<file path="src/rtl/seg7_scan_driver.sv">
// Time-multiplexed driver for a 4-digit common-anode 7-segment display.
// Shows the timer's BCD digits from a per-frame snapshot and blinks the display while the alarm is up.
module seg7_scan_driver #(
  parameter int unsigned REFRESH_DIV  = 1000,
  parameter int unsigned BLINK_FRAMES = 64,
  parameter int unsigned BLANK_LZ     = 1
) (
  input  logic       clock,
  input  logic       reset,
  input  logic [3:0] min_1,
  input  logic [3:0] min_0,
  input  logic [3:0] sec_1,
  input  logic [3:0] sec_0,
  input  logic       led,
  output logic [3:0] an,
  output logic [6:0] seg,
  output logic       dp
);

  localparam int unsigned TW = $clog2(REFRESH_DIV);
  localparam int unsigned FW = (BLINK_FRAMES > 1) ? $clog2(BLINK_FRAMES) : 1;
  localparam logic [TW-1:0] TickLast  = TW'(REFRESH_DIV - 1);
  localparam logic [FW-1:0] FrameLast = FW'(BLINK_FRAMES - 1);

  typedef enum logic [0:0] {StLit, StDark} phase_e;

  logic [TW-1:0]    tick_q, tick_d;
  logic [1:0]       idx_q, idx_d;
  logic [FW-1:0]    frame_q, frame_d;
  phase_e           phase_q, phase_d;
  logic             armed_q;
  logic [3:0][3:0]  snap_q, snap_d;
  logic [3:0]       an_q, an_d;
  logic [6:0]       seg_q, seg_d;
  logic             dp_q, dp_d;

  logic             slot_end;
  logic             frame_wrap;
  logic [3:0]       digit;
  logic             lz_blank;
  logic             lit;

  function automatic logic [6:0] decode(input logic [3:0] val);
    logic [6:0] pat;
    case (val)
      4'd0:    pat = 7'b1000000;
      4'd1:    pat = 7'b1111001;
      4'd2:    pat = 7'b0100100;
      4'd3:    pat = 7'b0110000;
      4'd4:    pat = 7'b0011001;
      4'd5:    pat = 7'b0010010;
      4'd6:    pat = 7'b0000010;
      4'd7:    pat = 7'b1111000;
      4'd8:    pat = 7'b0000000;
      4'd9:    pat = 7'b0010000;
      default: pat = 7'b0111111;
    endcase
    return pat;
  endfunction

  // Scan counters and frame snapshot
  always_comb begin
    slot_end   = (tick_q == TickLast);
    frame_wrap = slot_end && (idx_q == 2'd3);
    tick_d     = slot_end ? '0 : tick_q + TW'(1);
    idx_d      = slot_end ? idx_q + 2'd1 : idx_q;
    snap_d     = snap_q;
    // Capture once right after reset, then only at frame boundaries so a frame never mixes updates.
    if (!armed_q || frame_wrap) begin
      snap_d = {min_1, min_0, sec_1, sec_0};
    end
  end

  // Blink phase: a dropped alarm clears immediately, even on a wrap edge
  always_comb begin
    phase_d = phase_q;
    frame_d = frame_q;
    if (!led) begin
      phase_d = StLit;
      frame_d = '0;
    end else if (frame_wrap) begin
      if (frame_q == FrameLast) begin
        frame_d = '0;
        phase_d = (phase_q == StLit) ? StDark : StLit;
      end else begin
        frame_d = frame_q + FW'(1);
      end
    end
  end

  // Output next-state, from the current slot; tick 0 of every slot is a ghosting blank
  always_comb begin
    digit    = snap_q[idx_q];
    seg_d    = decode(digit);
    lz_blank = (BLANK_LZ != 0) && (idx_q == 2'd3) && (snap_q[3] == 4'd0);
    lit      = (tick_q != '0) && (phase_q == StLit) && !lz_blank;
    an_d     = lit ? ~(4'b0001 << idx_q) : 4'b1111;
    dp_d     = !(lit && (idx_q == 2'd2));
  end

  always_ff @(posedge clock) begin
    if (reset) begin
      tick_q  <= '0;
      idx_q   <= 2'd0;
      frame_q <= '0;
      phase_q <= StLit;
      armed_q <= 1'b0;
      snap_q  <= '0;
      an_q    <= 4'b1111;
      seg_q   <= 7'h7F;
      dp_q    <= 1'b1;
    end else begin
      tick_q  <= tick_d;
      idx_q   <= idx_d;
      frame_q <= frame_d;
      phase_q <= phase_d;
      armed_q <= 1'b1;
      snap_q  <= snap_d;
      an_q    <= an_d;
      seg_q   <= seg_d;
      dp_q    <= dp_d;
    end
  end

  assign an  = an_q;
  assign seg = seg_q;
  assign dp  = dp_q;

endmodule

</file>
<file path="config.mk">
export PLATFORM = sky130hd
export DESIGN_NAME = seg7_scan_driver
export DESIGN_NICKNAME = d
export VERILOG_FILES = /design/src/rtl/seg7_scan_driver.sv
export SDC_FILE = /design/constraint.sdc
export NUM_CORES = 1
export LEC_CHECK = 0
export ABC_AREA = 1
export CAP_MARGIN = 20
export CORE_UTILIZATION = 40
export CTS_CLUSTER_DIAMETER = 80
export CTS_CLUSTER_SIZE = 40
export DETAILED_ROUTE_END_ITERATION = 7
export PLACE_DENSITY = 0.72
export SLEW_MARGIN = 20
export SYNTH_ARGS = -nofsm -noshare
export SYNTH_HDL_FRONTEND = slang
export SYNTH_SLANG_ARGS = --single-unit
</file>
<file path="constraint.sdc">
create_clock -name clock -period 2.2 [get_ports clock]
set_clock_uncertainty 0.1 [all_clocks]
set_input_delay 0.22 -clock clock [delete_from_list [all_inputs] [get_ports clock]]
set_output_delay 0.22 -clock clock [all_outputs]
set_load 0.01 [all_outputs]
</file>
==> impl_metrics.json <==
{
  "ir_drop_v": 0.000223,
  "ctsHoldBuffers": 0,
  "cts_inserted_buffers": 5,
  "muxShareOfSynthArea_pct": 0,
  "path_common_cell": "nand2_1",
  "gp_congestion": 0.885,
  "initial_utilization_pct": 41.5,
  "tightest_slew_ns": 0.498,
  "power.density_nw_per_um2": 596,
  "grt_pass1_wl_um": 7930,
  "routed_wl_um": 4500,
  "gr-usage-all-layers_pct": 16.3,
  "criticalPathCategory": "flop to flop",
  "cpMaxStageDelayCell": "dfxtp_1",
  "core_area_um2": 5540,
  "synth_adder_area_share_pct": 6.53,
  "synthSimpleGateAreaFrac_pct": 39.3,
  "async_reset_ff_share_pct": 0,
  "ant_nets": 0,
  "mostFrequentLayoutCell": "nand2_1",
  "cts_resized": 0,
  "synth-main-ff-cell": "dfxtp_1",
  "synth_top_family_by_area": "simple AND/OR/NAND/NOR gates",
  "netlist.top_cell.by_area": "dfxtp_1",
  "synth_edf_count": 0,
  "yosys.area.top_type_share_pct": 41.8,
  "root_buffer": "clkbuf_8",
  "cap_violations": 0,
  "dp_cells": 408,
  "die_h_um": 77.8,
  "crit_family": "simple AND/OR/NAND/NOR gates",
  "clkTransAtPathRegs_ns": 0.09,
  "vias": 1986,
  "synth_area_leaders": "dfxtp_1 42%, nand2_1 13%, nor2_1 7.3%",
  "regArea_um2": 961,
  "nets": 374,
  "hp-start": "tick_q[0]",
  "clk_latency_ns": 0.30,
  "finalSetupViolCount": 0,
  "yosysWarnings": 0,
  "cts_tree": "done",
  "diodes": 0,
  "critPathMaxFanout": 12,
  "synth_fp_nets": 342,
  "cts_buffer_depth": 2,
  "multi_input_area_um2": 1190,
  "syn-instance-count": 311,
  "slew_headroom_pct": 66.7,
  "gr-total-overflow": 0,
  "synth_area_um2": 2300,
  "fin_crit_ns": 1.97,
  "fin_cells": 415,
  "holdWs_ns": 0.389,
  "synth-xor-area-share_pct": 0.381,
  "postSynthAreaPerCell_um2": 7.40,
  "fillerInstances": 543,
  "critPathRequiredTime_ns": 2.28,
  "syn_to_final_growth_pct": 19.6,
  "synth-seq-area-share_pct": 41.8,
  "dieArea_um2": 6060,
  "leakage_nw": 1.17,
  "layout_common_cells": "77 x nand2_1, 48 x dfxtp_1, 45 x nor2_1",
  "drtIter0Drc": 110,
  "antenna_found_initial": 0,
  "row_count": 27,
  "ys_types": 27,
  "cts_max_level": 2,
  "start_kind": "flop",
  "wl_per_cell_um": 10.8,
  "r2r_start": "idx_q[0]",
  "grt_max_degree": 22,
  "critPathMaxStageDelay_ns": 0.61,
  "drive_above_1_share_pct": 8.45,
  "grt_pass1_vias": 1772,
  "maxSlewViolCount": 0,
  "final.period_utilization_pct": 89.7,
  "cp_cell_sequence": "inv_6 -> nand2_1 -> nand3_1 -> nand2_1 -> inv_1 -> ha_1 -> or2_2 -> nand3_1 -> nand2_1",
  "design.portCount": 31,
  "drc": 0,
  "outcome": "finished, final reports clean",
  "hold_class": "flop to flop",
  "fmax_mhz": 507,
  "postCtsSetupBuffers": 0,
  "cts_sinks": 48,
  "synth_compound_area_share_pct": 5.49,
  "port_buffers": 30,
  "arrival_ns": 2.05,
  "hold_viol": 0,
  "end_kind": "flop",
  "viasPerCell": 4.79,
  "rsz0062_at_grt": "false",
  "fin_setup_tns_ns": 0,
  "hpwl_um": 3280,
  "dr.pass1.iters": 4,
  "setup.worst_path.start": "idx_q[0]",
  "ys_ff_latch": 48,
  "dieWidth_um": 77.8,
  "worst-path-buf-inv": 2
}
==> area by class of cell <==
class | instances | area share, %
Clock buffer | 5 | 2.50
Clock inverter | 2 | 0.455
Inverter | 27 | 3.87
Multi-Input combinational cell | 228 | 43.2
Sequential cell | 48 | 34.9
Tap cell | 72 | 3.27
Timing Repair Buffer | 33 | 11.7
==> registers in the layout, indices dropped and copies added, names as in the netlist <==
signal	count
frame_q	6
an	4
dp	1
snap_q	16
armed_q	1
tick_q	10
seg	7
idx_q	2
phase_q	1
==> stage by stage <==
stage	area, um2	setup WS (ns)	power, mW	utilization [%]
after floorplan	2300	0.507	1.07	-
after CTS	2750	0.240	1.66	49.7
after global routing	2750	0.112	1.73	49.7
final	2750	0.226	1.64	49.7
after global placement	2670	0.352	1.16	48.2
after detailed placement	2670	0.255	1.16	48.2
==> worst paths after layout <==
kind | endpoint | slack (ns) | cells past startpoint
max | seg[5] | 0.23 | 9
min | tick_q[0] | 0.39 | 1
max reg2reg | seg[5] | 0.23 | 9
min reg2reg | tick_q[0] | 0.39 | 1
==> layer usage <==
layer  vias to the layer above  part of all wire [%]  GRT usage (%)
li1                       1059                     -              -
met1                       884                    51           22.5
met2                        41                    45           24.9
met3                         2                   3.6           3.76
met4                         0                  0.53           5.66
met5                         -                     0              0
==> synthesized netlist by cell type (all sizes together), types with 2 or more instances <==
library cell,number
nor3,3
nand3b,14
buf,4
or2,2
nand4,3
dfxtp,48
a21oi,12
nor2,59
nor3b,2
ha,12
o21ai,9
nand3,30
nand2,78
inv,27
clkbuf,4
==> cells by family (layout without fill, tap and decap cells) <==
logic type      count (synthesis)  in the layout
simple gates                  191            191
compound gates                 24             24
xor+xnor                        1              1
buf+inv                        35             67
fa+ha+maj                      12             12
flops                          48             48
==> report_power, final <==
part	internal [mW]	switching, mW
Combinational	0.106	0.103
Sequential	0.909	0.0201
Clock	0.216	0.286
Power figures use the tool's default switching activity.
